===== src/rtl/uart_rx_core.sv =====
// UART 8N1 receive engine with 16x oversampling and a valid/ready byte interface.
// Define UART_PARITY_EN to add an even-parity bit after the data bits (11-bit frames).
module uart_rx_core #(
  parameter int DIV_2400  = 2604,
  parameter int DIV_4800  = 1302,
  parameter int DIV_9600  = 651,
  parameter int DIV_19200 = 326,
  parameter int DIV_W     = 12
) (
  input  logic       clk,
  input  logic       reset,
  input  logic [1:0] baud_sel,
  input  logic       rx,
  output logic [7:0] rx_data,
  output logic       rx_valid,
  input  logic       rx_ready,
  output logic       frame_err,
  output logic       overrun,
  output logic       parity_err,
  output logic       busy
);

`ifdef UART_PARITY_EN
  typedef enum logic [2:0] {IDLE, START, DATA, PARITY, STOP} state_t;
`else
  typedef enum logic [2:0] {IDLE, START, DATA, STOP} state_t;
`endif

  state_t state_reg, state_next;

  logic             rx_meta_reg;
  logic             rx_s_reg;
  logic [DIV_W-1:0] div_m1_reg;
  logic [DIV_W-1:0] sel_div_m1;
  logic [DIV_W-1:0] presc_reg;
  logic [3:0]       os_cnt_reg;
  logic [2:0]       bit_cnt_reg;
  logic [7:0]       shreg_reg;
  logic             armed_reg;
  logic [7:0]       rx_data_reg;
  logic             rx_valid_reg;
  logic             frame_err_reg;
  logic             overrun_reg;
  logic             tick;

  // Control strobes decoded by the FSM for the datapath below.
  logic start_det;
  logic go_data;
  logic sample_data;
  logic stop_good;
  logic stop_bad;
  logic deliver;

  always_comb begin
    sel_div_m1 = '0;
    case (baud_sel)
      2'b00:   sel_div_m1 = DIV_W'(DIV_2400 - 1);
      2'b01:   sel_div_m1 = DIV_W'(DIV_4800 - 1);
      2'b10:   sel_div_m1 = DIV_W'(DIV_9600 - 1);
      default: sel_div_m1 = DIV_W'(DIV_19200 - 1);
    endcase
  end

  assign tick = (presc_reg == div_m1_reg);

  always_ff @(posedge clk) begin
    if (reset) state_reg <= IDLE;
    else       state_reg <= state_next;
  end

`ifdef UART_PARITY_EN
  logic sample_par;
`endif

  always_comb begin
    state_next  = state_reg;
    start_det   = 1'b0;
    go_data     = 1'b0;
    sample_data = 1'b0;
    stop_good   = 1'b0;
    stop_bad    = 1'b0;
`ifdef UART_PARITY_EN
    sample_par  = 1'b0;
`endif
    case (state_reg)
      IDLE: begin
        // After a bad stop the line must return high before a new start is accepted.
        if (armed_reg && !rx_s_reg) begin
          state_next = START;
          start_det  = 1'b1;
        end
      end
      START: begin
        if (tick && os_cnt_reg == 4'd7) begin
          if (!rx_s_reg) begin
            state_next = DATA;
            go_data    = 1'b1;
          end else begin
            state_next = IDLE;
          end
        end
      end
      DATA: begin
        if (tick && os_cnt_reg == 4'd15) begin
          sample_data = 1'b1;
          if (bit_cnt_reg == 3'd7) begin
`ifdef UART_PARITY_EN
            state_next = PARITY;
`else
            state_next = STOP;
`endif
          end
        end
      end
`ifdef UART_PARITY_EN
      PARITY: begin
        if (tick && os_cnt_reg == 4'd15) begin
          sample_par = 1'b1;
          state_next = STOP;
        end
      end
`endif
      STOP: begin
        // Leave at mid-stop so a back-to-back start bit is not missed.
        if (tick && os_cnt_reg == 4'd15) begin
          state_next = IDLE;
          if (rx_s_reg) stop_good = 1'b1;
          else          stop_bad  = 1'b1;
        end
      end
      default: state_next = IDLE;
    endcase
  end

  assign deliver = stop_good && (!rx_valid_reg || rx_ready);

  always_ff @(posedge clk) begin
    if (reset) begin
      rx_meta_reg   <= 1'b1;
      rx_s_reg      <= 1'b1;
      div_m1_reg    <= '0;
      presc_reg     <= '0;
      os_cnt_reg    <= '0;
      bit_cnt_reg   <= '0;
      shreg_reg     <= '0;
      armed_reg     <= 1'b1;
      rx_data_reg   <= '0;
      rx_valid_reg  <= 1'b0;
      frame_err_reg <= 1'b0;
      overrun_reg   <= 1'b0;
    end else begin
      rx_meta_reg <= rx;
      rx_s_reg    <= rx_meta_reg;

      if (start_det) div_m1_reg <= sel_div_m1;

      if (start_det || state_reg == IDLE) presc_reg <= '0;
      else if (tick)                      presc_reg <= '0;
      else                                presc_reg <= presc_reg + 1'b1;

      // os_cnt wraps 15 -> 0 naturally, so each data bit spans exactly 16 ticks.
      if (start_det || go_data)             os_cnt_reg <= '0;
      else if (tick && state_reg != IDLE)   os_cnt_reg <= os_cnt_reg + 1'b1;

      if (go_data)          bit_cnt_reg <= '0;
      else if (sample_data) bit_cnt_reg <= bit_cnt_reg + 1'b1;

      if (sample_data) shreg_reg <= {rx_s_reg, shreg_reg[7:1]};

      if (stop_bad)                          armed_reg <= 1'b0;
      else if (state_reg == IDLE && rx_s_reg) armed_reg <= 1'b1;

      if (deliver) begin
        rx_data_reg  <= shreg_reg;
        rx_valid_reg <= 1'b1;
      end else if (rx_valid_reg && rx_ready) begin
        rx_valid_reg <= 1'b0;
      end

      frame_err_reg <= stop_bad;
      overrun_reg   <= stop_good && rx_valid_reg && !rx_ready;
    end
  end

`ifdef UART_PARITY_EN
  logic parity_err_reg;

  always_ff @(posedge clk) begin
    if (reset) parity_err_reg <= 1'b0;
    else       parity_err_reg <= sample_par && (rx_s_reg != ^shreg_reg);
  end

  assign parity_err = parity_err_reg;
`else
  assign parity_err = 1'b0;
`endif

  assign rx_data   = rx_data_reg;
  assign rx_valid  = rx_valid_reg;
  assign frame_err = frame_err_reg;
  assign overrun   = overrun_reg;
  assign busy      = (state_reg != IDLE);

endmodule


===== config.mk =====
export PLATFORM = sky130hd
export DESIGN_NAME = uart_rx_core
export DESIGN_NICKNAME = d
export VERILOG_FILES = /design/src/rtl/uart_rx_core.sv
export SDC_FILE = /design/constraint.sdc
export NUM_CORES = 1
export LEC_CHECK = 0
export CAP_MARGIN = 20
export CORE_MARGIN = 1
export CORE_UTILIZATION = 58
export CTS_CLUSTER_DIAMETER = 150
export CTS_CLUSTER_SIZE = 16
export DETAILED_ROUTE_END_ITERATION = 7
export DONT_BUFFER_PORTS = 1
export GPL_ROUTABILITY_DRIVEN = 0
export PLACE_DENSITY = 0.79
export SYNTH_ARGS = -nofsm -noshare
export SYNTH_HDL_FRONTEND = slang
export SYNTH_SLANG_ARGS = --single-unit

===== constraint.sdc =====
create_clock -name clk -period 2.96 [get_ports clk]
set_input_delay 0.296 -clock clk [delete_from_list [all_inputs] [get_ports clk]]
set_output_delay 0.296 -clock clk [all_outputs]
set_load 0.01 [all_outputs]

==> run summary <==
In this run the number of H-tree levels came out at 2. The insertion delay to the later sink of the worst-skew pair came out at 0.31 ns. Buffers inserted during clock tree synthesis total 5. The die covers 0.00399 mm2. The critical path goes through or3_1 -> a211oi_1 -> and4_1 -> nand4b_1 -> o311ai_0. After Yosys synthesis, full adders, half adders and majority gates account for 2.31% of the synthesized area. After synthesis, the most frequently instantiated cells are sky130_fd_sc_hd__dfxtp_1 (50), sky130_fd_sc_hd__a21oi_1 (28), sky130_fd_sc_hd__o21ai_0 (25). The number of hold buffers added after CTS was 0. The placed wire-length estimate after detailed placement is 2790 um, and the share of post-route cells with drive strength above 1 is 5.65%. For the endpoint required time on the critical path, the log shows 3.12 ns. The fraction of the yosys area taken by sequential cells was 46.1%; the remaining design rule violation count was 0. The number of antenna violations at the first check in global routing was 0; the top-level port count was 19. At the pin with the least slew margin, the transition time is 0.706 ns. Maximum buffer depth of the clock tree: 2. Summing the areas of all compound-gate instances in the mapped netlist gives 16.4% of the synthesized area. Setup violations remaining at the end of the flow were counted as 0.

Once detail routing completed, the nets flagged for antenna violations numbered 0. The count of inserted antenna diode cells is 0, and the number of sinks driven by the clock tree is 50. The tools report the total number of nets in the final design as 257.

In the final routed layout, each cell accounts on average for 14.1 um. STA classifies the critical path endpoint as a flop. Final clock period utilization by the worst path: 78.6%. The master cell of the clock root buffer is sky130_fd_sc_hd__clkbuf_8. Worst setup skew after layout: 0.00871 ns.

Using the TritonRoute via totals, the vias-per-cell ratio works out to 6.00. From bottom edge to top edge, the die measures 63.2 um. Summed over its instances, the top area cell type makes up 46.1% of the synthesized netlist area. The pre-antenna-repair detailed-routing pass consisted of 4 iterations. After synthesis, the largest family of logic cells by area is simple AND/OR/NAND/NOR gates. Along the worst path, the maximum fanout reaches 21. The total grt overflow came out at 0. The run gives 0.430 GHz as the achievable frequency. The number of flip-flops and latches in the synthesized netlist was 50. Most area-hungry cell type in the Yosys netlist: sky130_fd_sc_hd__dfxtp_1. Kind of launch point of the worst setup path: a flop. The power density normalized to cell area was 532 mW/mm2. Counting flops with a built-in enable in the synthesized netlist gives 0. The worst pin sits at a relative slew slack of 52.7%.

The initial utilization of the core area, before any placement, comes to 62.6%. The run finished with clean final reports. The register with the most flip-flops in the layout has 12 of them. The number of different library cells used by synthesis comes to 36. The logs give 0 for the number of warnings printed during yosys synthesis and 0 for the number of maximum-capacitance constraint violations.

The core area was 0.00347 mm2; the number of DRC markers in iteration 0 was 150. After synthesis, the mean cell area works out to 8.54 um2. Data on the critical path arrives at its endpoint at 2.49 ns. The class of the tightest hold or removal check was in2reg. The logs give 264 for the number of nets in the synthesized netlist and 326 uV for the worst-case vdd ir drop. The shortest clock period the worst path allows after layout is 2.33 ns.

Yosys attributes the largest share of cell area to sky130_fd_sc_hd__dfxtp_1 (46%), sky130_fd_sc_hd__a21oi_1 (6.5%), sky130_fd_sc_hd__o21ai_0 (5.8%), sky130_fd_sc_hd__nand3_1 (5.5%), sky130_fd_sc_hd__nor2_1 (3.6%). The first global-routing pass estimated 7000 um of wire. After Yosys synthesis, and, or, nand and nor cells account for 24.6% of the synthesized area. TritonCTS built the clock tree. Among all flip-flop cells after synthesis, the most frequent one is sky130_fd_sc_hd__dfxtp_1. In this run the tool buffered the top-level ports with 0 buffer cells. The total power of the final layout is 1.22 mW, and the post-synthesis share of cell area spent on xor and xnor gates is 6.86%. Multiplexer cells account for 0% of the synthesized area. Once the clock tree was built, the resizer swapped 0 gates to a different size. The critical path is of the reg2reg type.

The signed area change from the synthesized netlist to the final layout was 5.36%. The run gives 0 as the post-CTS repair timing setup buffer count. In the final timing run, aggregate negative setup slack is 0 ns.

The run gives 0 as the final hold violation count. Summed over all layers, the routed wires come to 4140 um. After clock tree synthesis, the clock-pin slew on the worst setup and hold paths is 0.10 ns.

Width of the die: 63.2 um. The final number of max-transition violations was 0; the global-route total usage across every layer was 22.4%. The async set-or-reset flop fraction in the synthesized netlist was 0%; the floorplan row count was 21. Setup repair after global routing left no endpoint under its margin. Summing every instance area after synthesis gives 0.00217 mm2.

The final route contains 1765 vias. The leakage power was 0.789 nW. For this run, the slowest stage of the critical path takes 0.71 ns. Synthesis produced a netlist whose cell count is 254.

Entering global routing, the biggest net connects 37 pins. The most common cell in the synthesized netlist is sky130_fd_sc_hd__dfxtp_1. Via count of the first global-routing pass: 1535. The master of the slowest instance on the critical path is sky130_fd_sc_hd__and4_1.
worst max-delay path, delay by kind of cell, from the launching register on:
| family | cells | cell delay, ns |
|---|---|---|
| flops | 1 | 0.35 |
| simple gates | 3 | 1.32 |
| compound gates | 2 | 0.52 |
final timing paths:
| kind | start | end | slack, ns | cells after the start |
|---|---|---|---|---|
| max | presc_reg[5] | state_reg[0] | 0.63 | 5 |
| max reg2reg | presc_reg[5] | state_reg[0] | 0.63 | 5 |
| min | reset | div_m1_reg[7] | 0.04 | 1 |
| min reg2reg | rx_meta_reg | rx_s_reg | 0.43 | 1 |
area by class of cell:
class	count	area (um2)
Clock buffer	5	68.8
Clock inverter	3	43.8
Fill cell	294	1180
Inverter	4	15.0
Multi-Input combinational cell	185	1090
Sequential cell	50	1000
Tap cell	46	57.6
Timing Repair Buffer	1	7.51
placed cells by master (no fill, tap or decap), types with 2 or more instances in the layout:
| cell type | count |
|---|---|
| sky130_fd_sc_hd__dfxtp_1 | 50 |
| sky130_fd_sc_hd__a21oi_1 | 28 |
| sky130_fd_sc_hd__o21ai_0 | 25 |
| sky130_fd_sc_hd__nand3_1 | 24 |
| sky130_fd_sc_hd__nor2_1 | 21 |
| sky130_fd_sc_hd__nand2_1 | 14 |
| sky130_fd_sc_hd__xnor2_1 | 9 |
| sky130_fd_sc_hd__xor2_1 | 8 |
| sky130_fd_sc_hd__and3_1 | 7 |
| sky130_fd_sc_hd__or3_1 | 6 |
| sky130_fd_sc_hd__clkbuf_8 | 5 |
| sky130_fd_sc_hd__inv_1 | 4 |
| sky130_fd_sc_hd__ha_1 | 4 |
| sky130_fd_sc_hd__nor3_1 | 3 |
| sky130_fd_sc_hd__nand2b_1 | 3 |
| sky130_fd_sc_hd__nor4_1 | 3 |
| sky130_fd_sc_hd__a211oi_1 | 3 |
| sky130_fd_sc_hd__and4_1 | 3 |
| sky130_fd_sc_hd__nand4_1 | 3 |
| sky130_fd_sc_hd__nand3b_1 | 3 |
| sky130_fd_sc_hd__or4_4 | 2 |
| sky130_fd_sc_hd__a211o_1 | 2 |
| sky130_fd_sc_hd__nand4b_1 | 2 |
| sky130_fd_sc_hd__or2_2 | 2 |
kinds of logic after synthesis:
logic type	Yosys count
buffers and inverters	19
xor gates and xnor gates	17
AOI/OAI and AO/OA	64
other	1
and+or+nand+nor	99
adders and majority gates	4
DFF	50
power by group:
| part | switching, mW | internal [mW] |
|---|---|---|
| Combinational | 0.0249 | 0.0194 |
| Clock | 0.232 | 0.253 |
| Sequential | 0.00719 | 0.678 |
stage by stage:
step / cells / instance area, um2 / util (%) / worst slack (ns) / hold slack, ns
after global routing: 294 / 2290 / 65.9 / 0.434 / 0.0276
after floorplan: 254 / 2170 / - / 0.908 / 0.389
after global placement: 286 / 2170 / 62.7 / 0.844 / 0.371
after CTS: 294 / 2290 / 65.9 / 0.688 / 0.0426
final: 294 / 2290 / 65.9 / 0.634 / 0.0369
after detailed placement: 286 / 2170 / 62.7 / 0.757 / 0.373
metal layers:
layer  routed length, um  global-route usage [%]  share of wire (%)
met1                1940                    30.4                 47
met2                1810                    32.9                 44
met3                 313                    7.43                7.6
met4                  82                    7.85                2.0
met5                   0                       0                  0
(Power assumes the default switching activity.)
